### config.mk
export PLATFORM = sky130hd
export DESIGN_NAME = popcount_pipe
export DESIGN_NICKNAME = d
export VERILOG_FILES = /design/src/rtl/popcount_pkg.sv /design/src/rtl/popcount_tree.sv /design/src/rtl/popcount_pipe.sv
export SDC_FILE = /design/constraint.sdc
export NUM_CORES = 1
export LEC_CHECK = 0
export ABC_AREA = 1
export BUFFER_PORTS_ARGS = -buffer_cell sky130_fd_sc_hd__buf_2
export CORE_MARGIN = 2
export CORE_UTILIZATION = 48
export CTS_BUF_LIST = sky130_fd_sc_hd__clkbuf_2 sky130_fd_sc_hd__clkbuf_4 sky130_fd_sc_hd__clkbuf_8
export CTS_CLUSTER_SIZE = 10
export DETAILED_ROUTE_END_ITERATION = 6
export PLACE_DENSITY_LB_ADDON = 0.12
export REMOVE_ABC_BUFFERS = 1
export SYNTH_ARGS = -nofsm -noshare
export SYNTH_HDL_FRONTEND = slang
export SYNTH_HIERARCHICAL = 1
export SYNTH_SLANG_ARGS = --single-unit
### constraint.sdc
create_clock -name ACLK -period 3.55 [get_ports ACLK]
set_input_delay 0.355 -clock ACLK [delete_from_list [all_inputs] [get_ports ACLK]]
set_output_delay 0.355 -clock ACLK [all_outputs]
set_load 0.05 [all_outputs]
### src/rtl/popcount_pkg.sv
// Shared constants, byte popcount helper and stage-valid record for popcount_pipe.
package popcount_pkg;

   localparam int BYTE_CNT_W = 4;

   typedef struct packed {
      logic s1;
      logic s2;
   } stage_valid_t;

   function automatic logic [BYTE_CNT_W-1:0] byte_popcount(input logic [7:0] b);
      logic [BYTE_CNT_W-1:0] n;
      n = '0;
      for (int i = 0; i < 8; i++) begin
         n = n + {3'b000, b[i]};
      end
      return n;
   endfunction

endpackage

### src/rtl/popcount_tree.sv
// Two-stage popcount tree: S1 registers per-byte counts, S2 registers their word sum.
module popcount_tree
   import popcount_pkg::*;
#(
   parameter int DATA_W = 32,
   localparam int SUM_W = $clog2(DATA_W + 1)
) (
   input  logic              clk_i,
   input  logic              clr_i,
   input  logic              in_valid_i,
   input  logic [DATA_W-1:0] in_data_i,
   output logic              s1_valid_o,
   output logic              s2_valid_o,
   output logic [SUM_W-1:0]  sum_o
);

   localparam int NB = DATA_W / 8;

   logic [NB-1:0][BYTE_CNT_W-1:0] byte_cnt_d;
   logic [NB-1:0][BYTE_CNT_W-1:0] byte_cnt_q;
   logic [SUM_W-1:0]              sum_d;
   logic [SUM_W-1:0]              sum_q;
   logic                          s1_valid_q;
   logic                          s2_valid_q;

   generate
      for (genvar gi = 0; gi < NB; gi++) begin : g_byte
         assign byte_cnt_d[gi] = byte_popcount(in_data_i[gi*8 +: 8]);
      end
   endgenerate

   always_comb begin
      sum_d = '0;
      for (int i = 0; i < NB; i++) begin
         sum_d = sum_d + SUM_W'(byte_cnt_q[i]);
      end
   end

   // Data registers only load on valid; the valid bits alone decide what counts.
   always_ff @(posedge clk_i) begin
      if (in_valid_i) begin
         byte_cnt_q <= byte_cnt_d;
      end
      if (s1_valid_q) begin
         sum_q <= sum_d;
      end
      if (clr_i) begin
         s1_valid_q <= 1'b0;
         s2_valid_q <= 1'b0;
      end else begin
         s1_valid_q <= in_valid_i;
         s2_valid_q <= s1_valid_q;
      end
   end

   assign s1_valid_o = s1_valid_q;
   assign s2_valid_o = s2_valid_q;
   assign sum_o      = sum_q;

endmodule

### src/rtl/popcount_pipe.sv
// Pipelined popcount accumulator: tree (S1/S2), accumulate stage S3, handshake and flags.
// Define POPCOUNT_SAT_EN to make COUNT saturate on overflow instead of wrapping.
module popcount_pipe
   import popcount_pkg::*;
#(
   parameter int DATA_W = 32,
   parameter int ACC_W  = 32
) (
   input  logic              ACLK,
   input  logic              ARESET,
   input  logic [DATA_W-1:0] WRITE_DATA,
   input  logic              WRITE_VALID,
   output logic              WRITE_READY,
   input  logic              COUNT_RST,
   output logic [ACC_W-1:0]  COUNT,
   output logic [ACC_W-1:0]  WORDS,
   output logic              OVERFLOW,
   output logic              COUNT_BUSY
);

   localparam int SUM_W = $clog2(DATA_W + 1);

   logic             clr;
   logic             accept;
   logic             s1_valid;
   logic             s2_valid;
   logic [SUM_W-1:0] sum;
   stage_valid_t     vld;
   logic [ACC_W:0]   add_w;
   logic [ACC_W-1:0] count_d, count_q;
   logic [ACC_W-1:0] words_d, words_q;
   logic             ovf_d, ovf_q;

   assign clr         = ARESET | COUNT_RST;
   assign WRITE_READY = ~clr;
   assign accept      = WRITE_VALID & WRITE_READY;

   popcount_tree #(
      .DATA_W (DATA_W)
   ) u_tree (
      .clk_i      (ACLK),
      .clr_i      (clr),
      .in_valid_i (accept),
      .in_data_i  (WRITE_DATA),
      .s1_valid_o (s1_valid),
      .s2_valid_o (s2_valid),
      .sum_o      (sum)
   );

   assign vld        = {s1_valid, s2_valid};
   assign COUNT_BUSY = vld.s1 | vld.s2;

   // One extra bit on the adder exposes the carry out of COUNT.
   always_comb begin
      count_d = count_q;
      words_d = words_q;
      ovf_d   = ovf_q;
      add_w   = {1'b0, count_q} + {{(ACC_W + 1 - SUM_W){1'b0}}, sum};
      if (vld.s2) begin
         words_d = words_q + 1'b1;
         count_d = add_w[ACC_W-1:0];
         if (add_w[ACC_W]) begin
            ovf_d = 1'b1;
`ifdef POPCOUNT_SAT_EN
            count_d = '1;
`else
            count_d = add_w[ACC_W-1:0];
`endif
         end
      end
   end

   always_ff @(posedge ACLK) begin
      if (clr) begin
         count_q <= '0;
         words_q <= '0;
         ovf_q   <= 1'b0;
      end else begin
         count_q <= count_d;
         words_q <= words_d;
         ovf_q   <= ovf_d;
      end
   end

   assign COUNT    = count_q;
   assign WORDS    = words_q;
   assign OVERFLOW = ovf_q;

endmodule

==> results.json, run 1 <==
{
  "leakagePower_nw": 3.13,
  "dieHeight_um": 113,
  "io_pins": 103,
  "grt_use_met1_pct": 28.7,
  "final_cell_count_no_fill": 1043,
  "synth_largest_area_cell": "dfxtp_1",
  "rr_startpoint": "u_tree/byte_cnt_q[1]",
  "worstSetupPathDepth": 10,
  "status": "finished, final reports clean",
  "slowest_stage": "fa_1",
  "cts.repair.resized": 0,
  "worst_pin_slew_ps": 605,
  "numPortBuffers": 102,
  "fin_crit_sh_pct": 74.3,
  "numCtsBuffers": 9,
  "syn_area_per_cell_um2": 7.29,
  "reg2reg_to": "u_tree/sum_o[3]",
  "cp_top_family": "adder cells",
  "async_reset_ff_share_pct": 0,
  "relSlewSlack_pct": 59.6,
  "n_antenna_cell": 0,
  "clock_path_buffers": 2,
  "yosys-top-cells-count": "nand2_1, inv_1, nor2_1, dfxtp_1, nand3_1",
  "coreArea_um2": 11600,
  "worstSetupPathType": "input port to flop",
  "grt_start_max_net_pins": 38,
  "cts_hold_buf": 0,
  "vias_per_cell": 4.96,
  "hp-class": "input port to flop",
  "path_clk_slew_ps": 80,
  "yosysWarnings": 6,
  "clock_sinks": 89,
  "critical_path_buf_inv_count": 4,
  "ys_top_cells_by_area": "dfxtp_1, edfxtp_1, nand2_1",
  "rrSetupSlack_ps": 1010,
  "synth_top_area_share_pct": 23.3,
  "synth_edf_count": 22,
  "hold_viol_final": 0,
  "globalplace.congestion": 0.866,
  "dp_hpwl_um": 10100,
  "grt_pass1_vias": 5002,
  "initial_core_util_pct": 49.7,
  "yosysMostFrequentCell": "nand2_1",
  "rsz0062_at_grt": "no",
  "ir_drop_v": 0.000179,
  "syn-instance-count": 788,
  "grtUsageMet3_pct": 3.24,
  "drive_gt1_share_pct": 18.6,
  "grt_util_all_layers_pct": 21.7,
  "num_rows": 39,
  "setup_tns_ps": 0,
  "die_width_um": 113,
  "antenna_found_initial": 0,
  "grt_overflow_total": 0,
  "cts_setup_buffers": 0,
  "ys.flop_type": "dfxtp_1",
  "synth_seq_area_share_pct": 34.8,
  "ys_ff_latch": 89,
  "critPathArrivalTime_ps": 2760,
  "fin_skew_ps": 11.5,
  "path_cells": "buf_2, fa_1, inv_1, fa_1, fa_1, inv_1, ha_1, inv_1, fa_1, xnor2_1",
  "crit_top_cell": "fa_1",
  "worstRegToRegCells": 8,
  "insertion_delay_ps": 380,
  "max_stage_delay_ps": 520,
  "die_area_um2": 12900,
  "cts_root_buffer": "clkbuf_8",
  "maxCapViolCount": 0,
  "routed_wl_um": 13100,
  "h-tree-depth": 3,
  "power_density_nw_per_um2": 340,
  "grt_first_pass_wirelength_um": 22500,
  "nNetsFinal": 980,
  "setup_viol": 0,
  "cp-start-kind": "input port",
  "wire_per_inst_um": 12.6,
  "via_count": 5177,
  "syn-cell-area_um2": 5750,
  "dr.pass1.iters": 6,
  "synthDistinctLibCells": 43,
  "clock.fmax_mhz": 379,
  "synthToLayoutAreaGrowth_pct": 15.1,
  "worstSetupEndpointType": "flop",
  "final_antenna_net_count": 0,
  "endpoint": "u_tree/byte_cnt_q[14]",
  "cp_max_fo": 2,
  "timing.critical_path.required_ps": 3670,
  "dpl.cell_count": 1027,
  "slew_viol_final": 0,
  "cts_tree": "built",
  "busiest_layer": "met2",
  "drc": 0,
  "met2_usage_pct": 35.2,
  "finalCriticalPeriod_ps": 2640,
  "drt_first_iter_violations": 315,
  "crit_path_start": "WRITE_DATA[24]"
}
-- logic make-up after synthesis --
logic type / after synthesis / synth area share (%)
flops: 89 / 34.8
buf+inv: 166 / 11.0
xor+xnor: 12 / 1.83
compound gates: 63 / 5.83
fa+ha+maj: 49 / 13.9
simple gates: 409 / 32.6
-- per-stage QoR --
step / hold slack, ps / instance area [µm²] / utilization, % / power [mW] / worst slack (ps)
after floorplan: 502 / 5700 / - / 1.44 / -185
after global placement: 456 / 6420 / 55.5 / 1.52 / 585
after detailed placement: 464 / 6420 / 55.5 / 1.56 / 526
after CTS: 267 / 6620 / 57.2 / 2.28 / 917
after global routing: 277 / 6620 / 57.2 / 2.39 / 759
final: 285 / 6620 / 57.2 / 2.25 / 913
-- metal layers --
metal | up-vias | wire [µm]
li1 | 2681 | -
met1 | 2345 | 6150
met2 | 127 | 6110
met3 | 24 | 584
met4 | 0 | 280
met5 | - | 0
-- report_power, final --
group / total, mW / switching [mW] / internal, mW / leakage [nW]
combinational: 0.430 / 0.243 / 0.187 / 2.29
clock: 0.715 / 0.375 / 0.340 / 0.106
sequential: 1.10 / 0.00954 / 1.09 / 0.734
-- placed cells by master (no fill, tap or decap), drive strengths merged, types with 3 or more instances in the layout --
master and count:
clkbuf 10, edfxtp 22, nor2 123, xnor2 6, dfxtp 67, fa 25, clkinv 5, and2 3
o21a 3, nand4 18, a21oi 36, buf 107, o21ai 18, nand3 68, xor2 6, ha 24
nor3 17, nand2 172, inv 155
-- registers in the layout, summed over array words and instances, names as in the netlist --
name               cells
COUNT                 32
OVERFLOW               1
WORDS                 32
u_tree/byte_cnt_q     16
u_tree/s1_valid_o      1
u_tree/s2_valid_o      1
u_tree/sum_o           6
-- worst reg2reg max path: stages, from the launching register on --
cell and delay [ps]:
edfxtp_1 340, inv_1 60, fa_1 530, inv_1 60, fa_1 500, ha_1 200
inv_1 60, fa_1 400, xnor2_1 140
-- worst min-delay path by stage --
stage	from	to	slack, ps	cells after the start
after global placement	OVERFLOW	OVERFLOW	460	2
after floorplan	u_tree/s1_valid_o	u_tree/s2_valid_o	500	2
after global routing	WRITE_DATA[26]	u_tree/byte_cnt_q[12]	280	2
final	WRITE_DATA[26]	u_tree/byte_cnt_q[12]	280	2
after CTS	WRITE_DATA[26]	u_tree/byte_cnt_q[12]	270	2
after detailed placement	OVERFLOW	OVERFLOW	460	2
-- area by class of cell --
cell class	instances	area (µm²)
fill	1075	4950
multi-input combinational	533	3110
sequential	89	2000
inverter	155	582
timing repair buffer	107	548
tap	143	179
clock buffer	10	138
clock inverter	6	56.3
(Power assumes the default switching activity.)
==> run 2, diff against run 1 <==
Clock period 3.55 ns to 2.7 ns, I/O delays scaled along.
==> run 2 against run 1 <==
  * Critical path depth is 2 lower
  * Via count is 0.27% higher
  * Sequential power is 32% higher
  * Largest cell class unchanged
  * Largest power group unchanged
==> results.json, run 2 (synthesized netlist as in run 1, its figures left out) <==
{
  "cts_hold_buf": 0,
  "reg2reg_to": "u_tree/sum_o[3]",
  "layout_commonest_cell": "nand2_1",
  "vias_per_cell": 4.98,
  "num_rows": 39,
  "rrSetupSlack_ps": 150,
  "rr_startpoint": "u_tree/byte_cnt_q[1]",
  "worstRegToRegCells": 8,
  "combPwrFrac_pct": 18.7,
  "numPortBuffers": 102,
  "p_total_mw": 2.99,
  "power_density_nw_per_um2": 451,
  "wire_per_inst_um": 12.4,
  "n_antenna_cell": 0,
  "clock_path_buffers": 2,
  "ir_drop_v": 0.000228,
  "finalCriticalPeriod_ps": 2550,
  "internal_power_mw": 2.17,
  "cp-start-kind": "flop",
  "critPathArrivalTime_ps": 2680,
  "path_clk_slew_ps": 90,
  "final_antenna_net_count": 0,
  "rsz0062_at_grt": "no",
  "worst_pin_slew_ps": 561,
  "drt_first_iter_violations": 343,
  "maxCapViolCount": 0,
  "cts.repair.resized": 0,
  "cp_max_fo": 3,
  "drive_gt1_share_pct": 18.6,
  "insertion_delay_ps": 380,
  "setup_tns_ps": 0,
  "pwr-share-seq_pct": 48.5,
  "routed_wl_um": 13000,
  "grt_start_max_net_pins": 38,
  "grt_first_pass_wirelength_um": 22400,
  "switchingPower_uw": 820,
  "fin_ws_ps": 152,
  "setup_viol": 0,
  "coreArea_um2": 11600,
  "cts_root_buffer": "clkbuf_8",
  "via_count": 5191,
  "grt_util_all_layers_pct": 21.5,
  "antenna_found_initial": 0,
  "worstSetupEndpointType": "flop",
  "min_from": "WRITE_DATA[26]",
  "drc": 0,
  "die_width_um": 113,
  "crit_path_start": "u_tree/byte_cnt_q[1]",
  "die_area_um2": 12900,
  "status": "finished, final reports clean",
  "clock.fmax_mhz": 393,
  "timing.critical_path.required_ps": 2830,
  "fin_crit_sh_pct": 94.4,
  "initial_core_util_pct": 49.7,
  "final_cell_mix": "nand2_1, inv_1, nor2_1",
  "nNetsFinal": 980,
  "leakagePower_nw": 3.14,
  "switching_share_pct": 27.4,
  "fin_util_pct": 57.4,
  "numCtsBuffers": 9,
  "cts_setup_buffers": 0,
  "fin_skew_ps": 8.66,
  "grt_pass1_vias": 4995,
  "hp-class": "input port to flop",
  "dr.pass1.iters": 5,
  "hold_viol_final": 0,
  "grt_overflow_total": 0,
  "dieHeight_um": 113,
  "clockPowerShare_pct": 32.8,
  "relSlewSlack_pct": 62.6,
  "io_pins": 103,
  "synthToLayoutAreaGrowth_pct": 15.4,
  "slew_viol_final": 0,
  "min_path_cells": 2,
  "clock_sinks": 89,
  "dp_hpwl_um": 9980,
  "worstSetupPathType": "flop to flop",
  "pre_cts_slack_ps": -237,
  "globalplace.congestion": 0.843,
  "cts_tree": "built",
  "h-tree-depth": 3,
  "min_to": "u_tree/byte_cnt_q[12]"
}
-- run 2: changes by cell type in the layout (fill, tap and decap cells not counted) --
cell      delta
clkbuf_8     +1
clkinv_4     +1
clkinv_2     -3
clkbuf_4     +1
-- run 2: metal layers --
metal	up-vias	global-route usage, %	part of all wire (%)
li1	2686	-	-
met1	2351	27.7	47
met2	135	36.2	46
met3	19	3.51	4.8
met4	0	8.62	2.0
met5	-	0	0
-- run 2: through the flow --
stage	std cells	area, µm²	hold WS [ps]
floorplan	777	5700	476
global placement	1027	6420	457
detailed placement	1027	6420	468
CTS	1043	6630	185
global route	1043	6630	196
finish	1043	6630	196
-- run 2: worst max path at each step --
| stage | to | cells after the start |
|---|---|---|
| 6_report | u_tree/sum_o[3] | 8 |
| 5_1_grt | u_tree/sum_o[3] | 8 |
| 4_1_cts | u_tree/sum_o[3] | 8 |
| 3_5_place_dp | u_tree/byte_cnt_q[2] | 10 |
| 3_3_place_gp | u_tree/byte_cnt_q[14] | 10 |
| 2_1_floorplan | u_tree/byte_cnt_q[0] | 3 |
-- run 2: critical path, stage by stage (launching register included) --
cell      delay (ps)
edfxtp_1         330
inv_1             60
fa_1             550
inv_1             60
fa_1             510
ha_1             190
inv_1             60
fa_1             400
xnor2_1          150
-- run 2: power by group through the flow --
stage / clock network, mW / logic, mW / registers (mW)
finish: 0.982 / 0.560 / 1.45
global route: 1.06 / 0.661 / 1.45
CTS: 1.00 / 0.568 / 1.45
detailed placement: 0 / 0.564 / 1.48
global placement: 0 / 0.524 / 1.48
floorplan: 0 / 0.416 / 1.48
-- run 2: cell type report --
| class | instances | area [µm²] |
|---|---|---|
| flip-flops and latches | 89 | 2000 |
| clock inverters | 4 | 50.0 |
| inverters | 155 | 582 |
| fillers | 1084 | 4930 |
| multi-input cells | 533 | 3110 |
| well taps | 143 | 179 |
| clock buffers | 12 | 159 |
| repair buffers | 107 | 548 |
==> run 3, diff against run 2 <==
Settings changed: SETUP_SLACK_MARGIN set to 0.2.
==> run 3 against run 2 <==
  * Combinational power grew 11%
  * Die area is the same
  * Design area grew 1.1%
  * Register-to-register slack is essentially flat
  * Global-route usage is essentially flat
  * Via count grew 0.13%
  * Clock skew grew 2.5 ps
  * Fmax grew 0.50%
  * Sequential share of layout area shrank 0.32 points
  * Setup slack gained 13 ps
  * Worst hold slack gained 26 ps
  * Critical endpoint is now u_tree/byte_cnt_q[2]
  * Largest cell class unchanged
==> results.json, run 3 (synthesized netlist as in run 1, its figures left out) <==
{
  "status": "finished, final reports clean",
  "cp_max_fo": 2,
  "initial_core_util_pct": 49.7,
  "busiest_layer": "met2",
  "cts_root_buffer": "clkbuf_8",
  "grt_use_met1_pct": 27.8,
  "clock_path_buffers": 2,
  "slew_viol_final": 0,
  "cts_tree": "built",
  "grt_start_max_net_pins": 38,
  "final_cell_count_no_fill": 1045,
  "crit_top_cell": "fa_1",
  "path_cells": "buf_6, fa_1, inv_1, fa_1, fa_1, inv_1, ha_2, inv_2, fa_1, xnor2_1",
  "drt_first_iter_violations": 317,
  "die_width_um": 113,
  "dpl.cell_count": 1027,
  "p_total_mw": 3.05,
  "drive_gt1_share_pct": 20.6,
  "insertion_delay_ps": 380,
  "pre_cts_slack_ps": -237,
  "power_density_nw_per_um2": 455,
  "die_area_um2": 12900,
  "hp-class": "input port to flop",
  "dr.pass1.iters": 5,
  "worst_hold_slack_ps": 222,
  "numPortBuffers": 102,
  "setup_viol": 0,
  "cp-start-kind": "input port",
  "grt_first_pass_wirelength_um": 22500,
  "cp_top_family": "adder cells",
  "routed_wl_um": 13100,
  "maxCapViolCount": 0,
  "fin_area_um2": 6700,
  "hold_viol_final": 0,
  "fin_crit_sh_pct": 93.9,
  "fin_skew_ps": 11.1,
  "nNetsFinal": 982,
  "timing.critical_path.required_ps": 2820,
  "worst_pin_slew_ps": 562,
  "n_antenna_cell": 0,
  "fin_util_pct": 58.0,
  "clock_sinks": 89,
  "drc": 0,
  "grt_overflow_total": 0,
  "via_count": 5198,
  "place_area_um2": 6420,
  "relSlewSlack_pct": 62.5,
  "numCtsBuffers": 9,
  "grt_pass1_vias": 5004,
  "rsz0062_at_grt": "yes",
  "vias_per_cell": 4.97,
  "synthToLayoutAreaGrowth_pct": 16.6,
  "worstSetupEndpointType": "flop",
  "finalCriticalPeriod_ps": 2540,
  "globalplace.congestion": 0.843,
  "worstSetupPathType": "input port to flop",
  "setup_tns_ps": 0,
  "layout_commonest_cell": "nand2_1",
  "dp_hpwl_um": 9980,
  "leakagePower_nw": 3.15,
  "critical_path_buf_inv_count": 4,
  "h-tree-depth": 3,
  "wire_per_inst_um": 12.5,
  "ir_drop_v": 0.000228,
  "antenna_found_initial": 0,
  "max_stage_delay_ps": 520,
  "num_rows": 39,
  "grt_util_all_layers_pct": 21.5,
  "dieHeight_um": 113,
  "path_clk_slew_ps": 90,
  "coreArea_um2": 11600,
  "critPathArrivalTime_ps": 2660,
  "slowest_stage": "fa_1",
  "clock.fmax_mhz": 394,
  "final_antenna_net_count": 0,
  "fin_ws_ps": 165,
  "grtUsageMet3_pct": 3.51,
  "met2_usage_pct": 36.3,
  "final_cell_mix": "nand2_1, inv_1, nor2_1",
  "io_pins": 103
}
run 3: cell type report:
type	count	area [µm²]
tap	143	179
clock buffer	12	159
timing repair buffer	109	582
clock inverter	4	50.0
fill	1072	4860
multi-input combinational	533	3150
inverter	155	582
sequential	89	2000
run 3: layer usage:
metal / share of wire, % / vias up / wire length, µm
met5: 0 / - / 0
met2: 47 / 133 / 6180
met1: 46 / 2356 / 6060
met4: 2.0 / 0 / 260
li1: - / 2690 / -
met3: 4.5 / 19 / 594
run 3: final timing paths:
path	cells past startpoint	slack, ps	start	endpoint
min reg2reg	2	470	OVERFLOW	OVERFLOW
max reg2reg	8	160	u_tree/byte_cnt_q[1]	u_tree/sum_o[2]
min	2	220	WRITE_DATA[26]	u_tree/byte_cnt_q[12]
max	10	160	WRITE_DATA[0]	u_tree/byte_cnt_q[2]
run 3: where the power goes:
group / leakage, nW / switching, mW / internal, mW
Combinational: 2.31 / 0.335 / 0.286
Clock: 0.110 / 0.489 / 0.490
Sequential: 0.734 / 0.0126 / 1.44
run 3: what timing repair did:
item / 4_1_cts / 5_1_grt
hold buffers: 0 / 0
endpoints found under the setup margin: 6 / 10
gates resized for setup: 2 / 18
endpoints found under the hold margin: 0 / 0
pin swaps: 0 / 6
buffers inserted: 0 / 2
